<file path="config.mk">
export PLATFORM = sky130hd
export DESIGN_NAME = cache_line_mem_if
export DESIGN_NICKNAME = d
export VERILOG_FILES = /design/src/rtl/cache_line_mem_if.sv
export SDC_FILE = /design/constraint.sdc
export NUM_CORES = 1
export LEC_CHECK = 0
export CORE_ASPECT_RATIO = 1.4
export CORE_UTILIZATION = 42
export CTS_CLUSTER_DIAMETER = 150
export DETAILED_ROUTE_END_ITERATION = 7
export PLACE_DENSITY = 0.77
export SYNTH_ARGS = -nofsm -noshare
export SYNTH_HDL_FRONTEND = slang
export SYNTH_SLANG_ARGS = --single-unit
</file>
<file path="constraint.sdc">
create_clock -name clk -period 1.8 [get_ports clk]
set_input_delay 0.36 -clock clk [delete_from_list [all_inputs] [get_ports clk]]
set_output_delay 0.36 -clock clk [all_outputs]
set_load 0.005 [all_outputs]
</file>
<file path="src/rtl/cache_line_mem_if.sv">
`default_nettype none
// ============================================================================
// Module   : cache_line_mem_if
// Purpose  : Moves one cache line to/from memory as single-word req/ack beats.
//            Optional ack watchdog enabled by defining MEM_TIMEOUT_EN.
// Revision : 1.0 - initial release
// ============================================================================
module cache_line_mem_if #(
  parameter int WORD_W         = 32,
  parameter int WORDS_PER_LINE = 4,
  parameter int ADDR_W         = 16,
  parameter int TIMEOUT_CYCLES = 64,
  localparam int IDX_W         = $clog2(WORDS_PER_LINE),
  localparam int LINE_W        = WORD_W * WORDS_PER_LINE
) (
  input  logic                    clk,
  input  logic                    rst_b,
  input  logic                    wb_req,
  input  logic [ADDR_W-IDX_W-1:0] wb_line_addr,
  input  logic [LINE_W-1:0]       wb_line_data,
  input  logic                    fill_req,
  input  logic [ADDR_W-IDX_W-1:0] fill_line_addr,
  output logic                    busy,
  output logic                    xfer_done,
  output logic [LINE_W-1:0]       fill_line_data,
  output logic                    xfer_err,
  output logic                    mem_req,
  output logic                    mem_we,
  output logic [ADDR_W-1:0]       mem_addr,
  output logic [WORD_W-1:0]       mem_wdata,
  input  logic                    mem_ack,
  input  logic [WORD_W-1:0]       mem_rdata
);

  localparam logic [IDX_W-1:0] LAST_IDX = IDX_W'(WORDS_PER_LINE - 1);

  typedef enum logic [1:0] {
    IDLE = 2'd0,
    WB   = 2'd1,
    FILL = 2'd2,
    DONE = 2'd3
  } state_t;

  state_t                    state_q, state_d;
  logic [IDX_W-1:0]          cnt_q, cnt_d;
  logic                      pend_q, pend_d;
  logic [ADDR_W-IDX_W-1:0]   wb_addr_q, wb_addr_d;
  logic [ADDR_W-IDX_W-1:0]   fill_addr_q, fill_addr_d;
  logic [WORD_W-1:0]         wb_words_q   [WORDS_PER_LINE];
  logic [WORD_W-1:0]         wb_words_d   [WORDS_PER_LINE];
  logic [WORD_W-1:0]         fill_words_q [WORDS_PER_LINE];
  logic [WORD_W-1:0]         fill_words_d [WORDS_PER_LINE];
  logic                      xfer_active;

  assign xfer_active = (state_q == WB) || (state_q == FILL);

`ifdef MEM_TIMEOUT_EN
  localparam int TO_W = $clog2(TIMEOUT_CYCLES + 1);
  localparam logic [TO_W-1:0] TO_LAST = TO_W'(TIMEOUT_CYCLES - 1);

  logic [TO_W-1:0] to_cnt_q, to_cnt_d;
  logic            xfer_err_q, xfer_err_d;
`endif

  always_comb begin
    state_d      = state_q;
    cnt_d        = cnt_q;
    pend_d       = pend_q;
    wb_addr_d    = wb_addr_q;
    fill_addr_d  = fill_addr_q;
    wb_words_d   = wb_words_q;
    fill_words_d = fill_words_q;

    case (state_q)
      IDLE: begin
        if (wb_req) begin
          state_d   = WB;
          wb_addr_d = wb_line_addr;
          for (int i = 0; i < WORDS_PER_LINE; i++) begin
            wb_words_d[i] = wb_line_data[i*WORD_W +: WORD_W];
          end
          if (fill_req) begin
            fill_addr_d = fill_line_addr;
            pend_d      = 1'b1;
          end
        end else if (fill_req) begin
          state_d     = FILL;
          fill_addr_d = fill_line_addr;
        end
      end
      WB, FILL: begin
        if (mem_ack) begin
          cnt_d = cnt_q + 1'b1;
          if (state_q == FILL) begin
            fill_words_d[cnt_q] = mem_rdata;
          end
          if (cnt_q == LAST_IDX) begin
            // A queued fill chains straight on so mem_req never drops.
            if (state_q == WB && pend_q) begin
              state_d = FILL;
              pend_d  = 1'b0;
            end else begin
              state_d = DONE;
            end
          end
        end
      end
      DONE:    state_d = IDLE;
      default: state_d = IDLE;
    endcase

`ifdef MEM_TIMEOUT_EN
    to_cnt_d   = '0;
    xfer_err_d = 1'b0;
    if (xfer_active && !mem_ack) begin
      if (to_cnt_q == TO_LAST) begin
        state_d    = IDLE;
        cnt_d      = '0;
        pend_d     = 1'b0;
        xfer_err_d = 1'b1;
      end else begin
        to_cnt_d = to_cnt_q + 1'b1;
      end
    end
`endif
  end

  always_ff @(posedge clk) begin
    if (!rst_b) begin
      state_q     <= IDLE;
      cnt_q       <= '0;
      pend_q      <= 1'b0;
      wb_addr_q   <= '0;
      fill_addr_q <= '0;
      for (int i = 0; i < WORDS_PER_LINE; i++) begin
        wb_words_q[i]   <= '0;
        fill_words_q[i] <= '0;
      end
    end else begin
      state_q      <= state_d;
      cnt_q        <= cnt_d;
      pend_q       <= pend_d;
      wb_addr_q    <= wb_addr_d;
      fill_addr_q  <= fill_addr_d;
      wb_words_q   <= wb_words_d;
      fill_words_q <= fill_words_d;
    end
  end

`ifdef MEM_TIMEOUT_EN
  always_ff @(posedge clk) begin
    if (!rst_b) begin
      to_cnt_q   <= '0;
      xfer_err_q <= 1'b0;
    end else begin
      to_cnt_q   <= to_cnt_d;
      xfer_err_q <= xfer_err_d;
    end
  end

  assign xfer_err = xfer_err_q;
`else
  assign xfer_err = 1'b0;
`endif

  // Bus outputs are pure decodes of flops, so they stay put across wait states.
  assign busy      = (state_q != IDLE);
  assign xfer_done = (state_q == DONE);
  assign mem_req   = xfer_active;
  assign mem_we    = (state_q == WB);
  assign mem_addr  = (state_q == WB)   ? {wb_addr_q, cnt_q}   :
                     (state_q == FILL) ? {fill_addr_q, cnt_q} : '0;
  assign mem_wdata = (state_q == WB) ? wb_words_q[cnt_q] : '0;

  for (genvar g = 0; g < WORDS_PER_LINE; g++) begin : g_pack
    assign fill_line_data[g*WORD_W +: WORD_W] = fill_words_q[g];
  end

endmodule
`default_nettype wire

</file>
==> results.py <==
metrics = {
    "synthesis": {
        "seq_area_frac_synth": 0.505,
        "synthTopCellsByArea": "dfxtp_1 (51%), nand2_1 (20%), a21oi_1 (12%)",
        "synth_area_per_cell_um2": 8.08,
        "syn_nets": 1620,
        "synth_area_um2": 11500,
        "synth_seq_cells": 289,
        "synth_warnings": 0,
        "synthCells": 1418,
        "yosys.area.top_type": "dfxtp_1",
        "ys_types": 29,
        "synth_top_area_frac": 0.505,
    },
    "sta": {
        "final.period_utilization": 1.28,
        "fin_tns_setup_ns": -28.78,
        "max_freq_ghz": 0.434,
        "report.final.slew_viol_count": 0,
        "final.setup_skew_ns": 0.0106,
        "rsz0062_at_grt": "yes",
        "finalWorstSetupSlack_ns": -0.502,
        "period_minus_slack_ns": 2.30,
        "finalHoldViolations": 0,
        "setup_viol": 114,
        "hold_slack_ns": 0.377,
    },
    "route": {
        "drcViolationCount": 0,
        "first_iter_violations": 760,
        "final_antenna_net_count": 0,
        "wirelength_mm": 44.2,
        "vias": 11829,
        "firstDrtPassIters": 5,
        "wl_per_cell_um": 20.0,
        "routed_via_density": 5.36,
    },
    "final_layout": {
        "ff_latch_area_um2": 5810,
        "multi_input_area_um2": 5570,
        "stdcell_area_um2": 18300,
        "drive_above_1_share": 0.211,
        "syn_to_final_growth_pct": 59.6,
        "fillers": 2000,
        "nNetsFinal": 2024,
    },
    "floorplanning": {
        "die_w_um": 142,
        "die_area_um2": 27900,
        "rows": 71,
        "core-area_um2": 26800,
        "die-height_um": 197,
        "design.portCount": 374,
        "initial_core_util": 0.427,
    },
    "critical_path": {
        "crit_required_ns": 1.44,
        "cp-startpoint": "cnt_q[0]",
        "cp_cell_sequence": "buf_12 > buf_8 > mux4_2 > and2_4 > buf_6",
        "path_max_fanout": 4,
        "cp_slowest_stage_delay_ns": 0.50,
        "cp-start-kind": "flop",
        "r2r-start": "cnt_q[0]",
        "slowest_stage": "mux4_2",
        "worstSetupPathType": "reg2out",
        "cp.arrival_ns": 1.94,
        "end_kind": "output port",
    },
    "grt": {
        "antenna_found_initial": 2,
        "grt-ovfl-total": 0,
        "grtUsageTotal": 0.278,
        "grt_pass1_wl_mm": 60.3,
        "first_global_vias": 11296,
        "grt_start_max_net_pins": 60,
    },
    "place": {
        "gp_congestion": 0.841,
        "hpwl_mm": 26.4,
        "placed_area_um2": 15800,
        "portBuffers": 372,
    },
    "hold_path": {
        "hold_path.class": "in2reg",
        "hold_start": "wb_line_addr[2]",
    },
    "clocking": {
        "clock_path_buffers": 3,
        "path_clk_slew_ns": 0.06,
        "cts_num_sinks": 289,
        "cts_root_buffer": "clkbuf_16",
        "clock_latency_ns": 0.53,
        "cts_tree": "built",
        "numCtsBuffers": 27,
        "cts.htree.levels": 1,
    },
    "power": {
        "power_mw": 20.5,
        "p_leak_nw": 7.04,
        "vdd_drop_max_mv": 0.793,
        "p_per_area_nw_per_um2": 1120,
    },
    "status": {
        "status": "finished with violations",
        "violations": "negative setup slack",
    },
    "flow_run": {
        "drv_cap": 0,
    },
}
[cell usage in the layout (no fill, tap or decap), types with 8 or more instances in the layout]
cell type,n
clkdlybuf4s50_1,299
nand2_4,12
nand2_2,26
and2_4,28
clkbuf_16,41
nand2_1,566
a21oi_1,252
dfxtp_1,280
o21ai_2,12
a21oi_2,33
buf_12,32
buf_16,10
ha_4,8
buf_2,22
mux4_2,32
dlymetal6s2s_1,16
buf_6,59
buf_4,27
[cells in the mapped netlist]
master,number
mux2i_1,1
nor2_1,5
nand2_1,604
o21ai_0,16
mux4_1,8
buf_6,11
and2_1,34
a21boi_0,1
buf_4,7
mux4_2,24
a22oi_1,3
inv_1,5
buf_2,39
buf_12,2
a21oi_1,285
ha_1,9
conb_1,1
nand4b_1,1
and3_1,4
xnor2_1,1
buf_1,2
inv_2,1
dfxtp_1,289
nor2b_1,2
nand3_1,7
nor4b_1,1
a311oi_1,1
nand2b_1,1
clkbuf_1,53
[cells by family (layout without fill, tap and decap cells)]
kind of cell    count (synthesis)  after routing  synth area share
fa+ha+maj                       9              9           0.00983
other cells                     1              3          0.000327
xor+xnor                        1              1          0.000765
simple gates                  659            659             0.227
flops                         289            289             0.505
buf+inv                       120            541            0.0559
compound gates                306            306             0.135
mux                            33             33            0.0664
[sequential cells by signal, indices dropped and copies added (netlist names)]
| name | cells |
|---|---|
| fill_line_data | 128 |
| wb_words_q | 128 |
| fill_addr_q | 14 |
| wb_addr_q | 14 |
| cnt_q | 2 |
| state_q | 2 |
| pend_q | 1 |
[repair_timing]
| action | CTS | global route |
|---|---|---|
| hold buffers | 0 | 0 |
| pin swaps | 46 | 41 |
| gates cloned | 10 | 16 |
| setup buffers | 32 | 9 |
| setup endpoints to repair | 61 | 195 |
| gates resized for setup | 364 | 149 |
[critical path: cells and delay by family (launching register included)]
kind / cells / cell delay [ns]
and+or+nand+nor: 1 / 0.16
buffers and inverters: 3 / 0.36
DFF: 1 / 0.40
muxes: 1 / 0.50
[metal layers]
metal	part of all wire	GRT usage
met5	0	0
met4	0.075	0.161
met3	0.087	0.0621
met2	0.51	0.510
met1	0.33	0.290
[path summary, 6_finish.rpt]
kind,endpoint,slack [ns],cells past startpoint
min reg2reg,wb_words_q[86],0.46,2
min,wb_addr_q[2],0.38,3
max,mem_wdata[12],-0.50,5
max reg2reg,fill_line_data[13],-0.22,11
[through the flow]
stage	cells	util	setup slack, ns
after global placement	2098	0.590	-0.272
after floorplan	1418	-	0.0166
after CTS	2186	0.648	-0.568
final	2206	0.681	-0.502
after detailed placement	2098	0.590	-0.302
after global routing	2206	0.681	-0.555
[power breakdown]
part / total (mW) / switching, mW / internal [mW]
clock network: 5.57 / 2.43 / 3.13
registers: 7.53 / 0.433 / 7.09
logic: 7.41 / 3.57 / 3.84
[cell type report]
class	count	share of cell area
Inverter	6	0.00233
Sequential cell	289	0.318
Multi-Input combinational cell	1009	0.305
Tap cell	365	0.0250
Antenna cell	2	0.000274
Timing Repair Buffer	489	0.303
Clock inverter	8	0.00390
Clock buffer	38	0.0425
No activity file was read; power rests on OpenSTA's default activity.
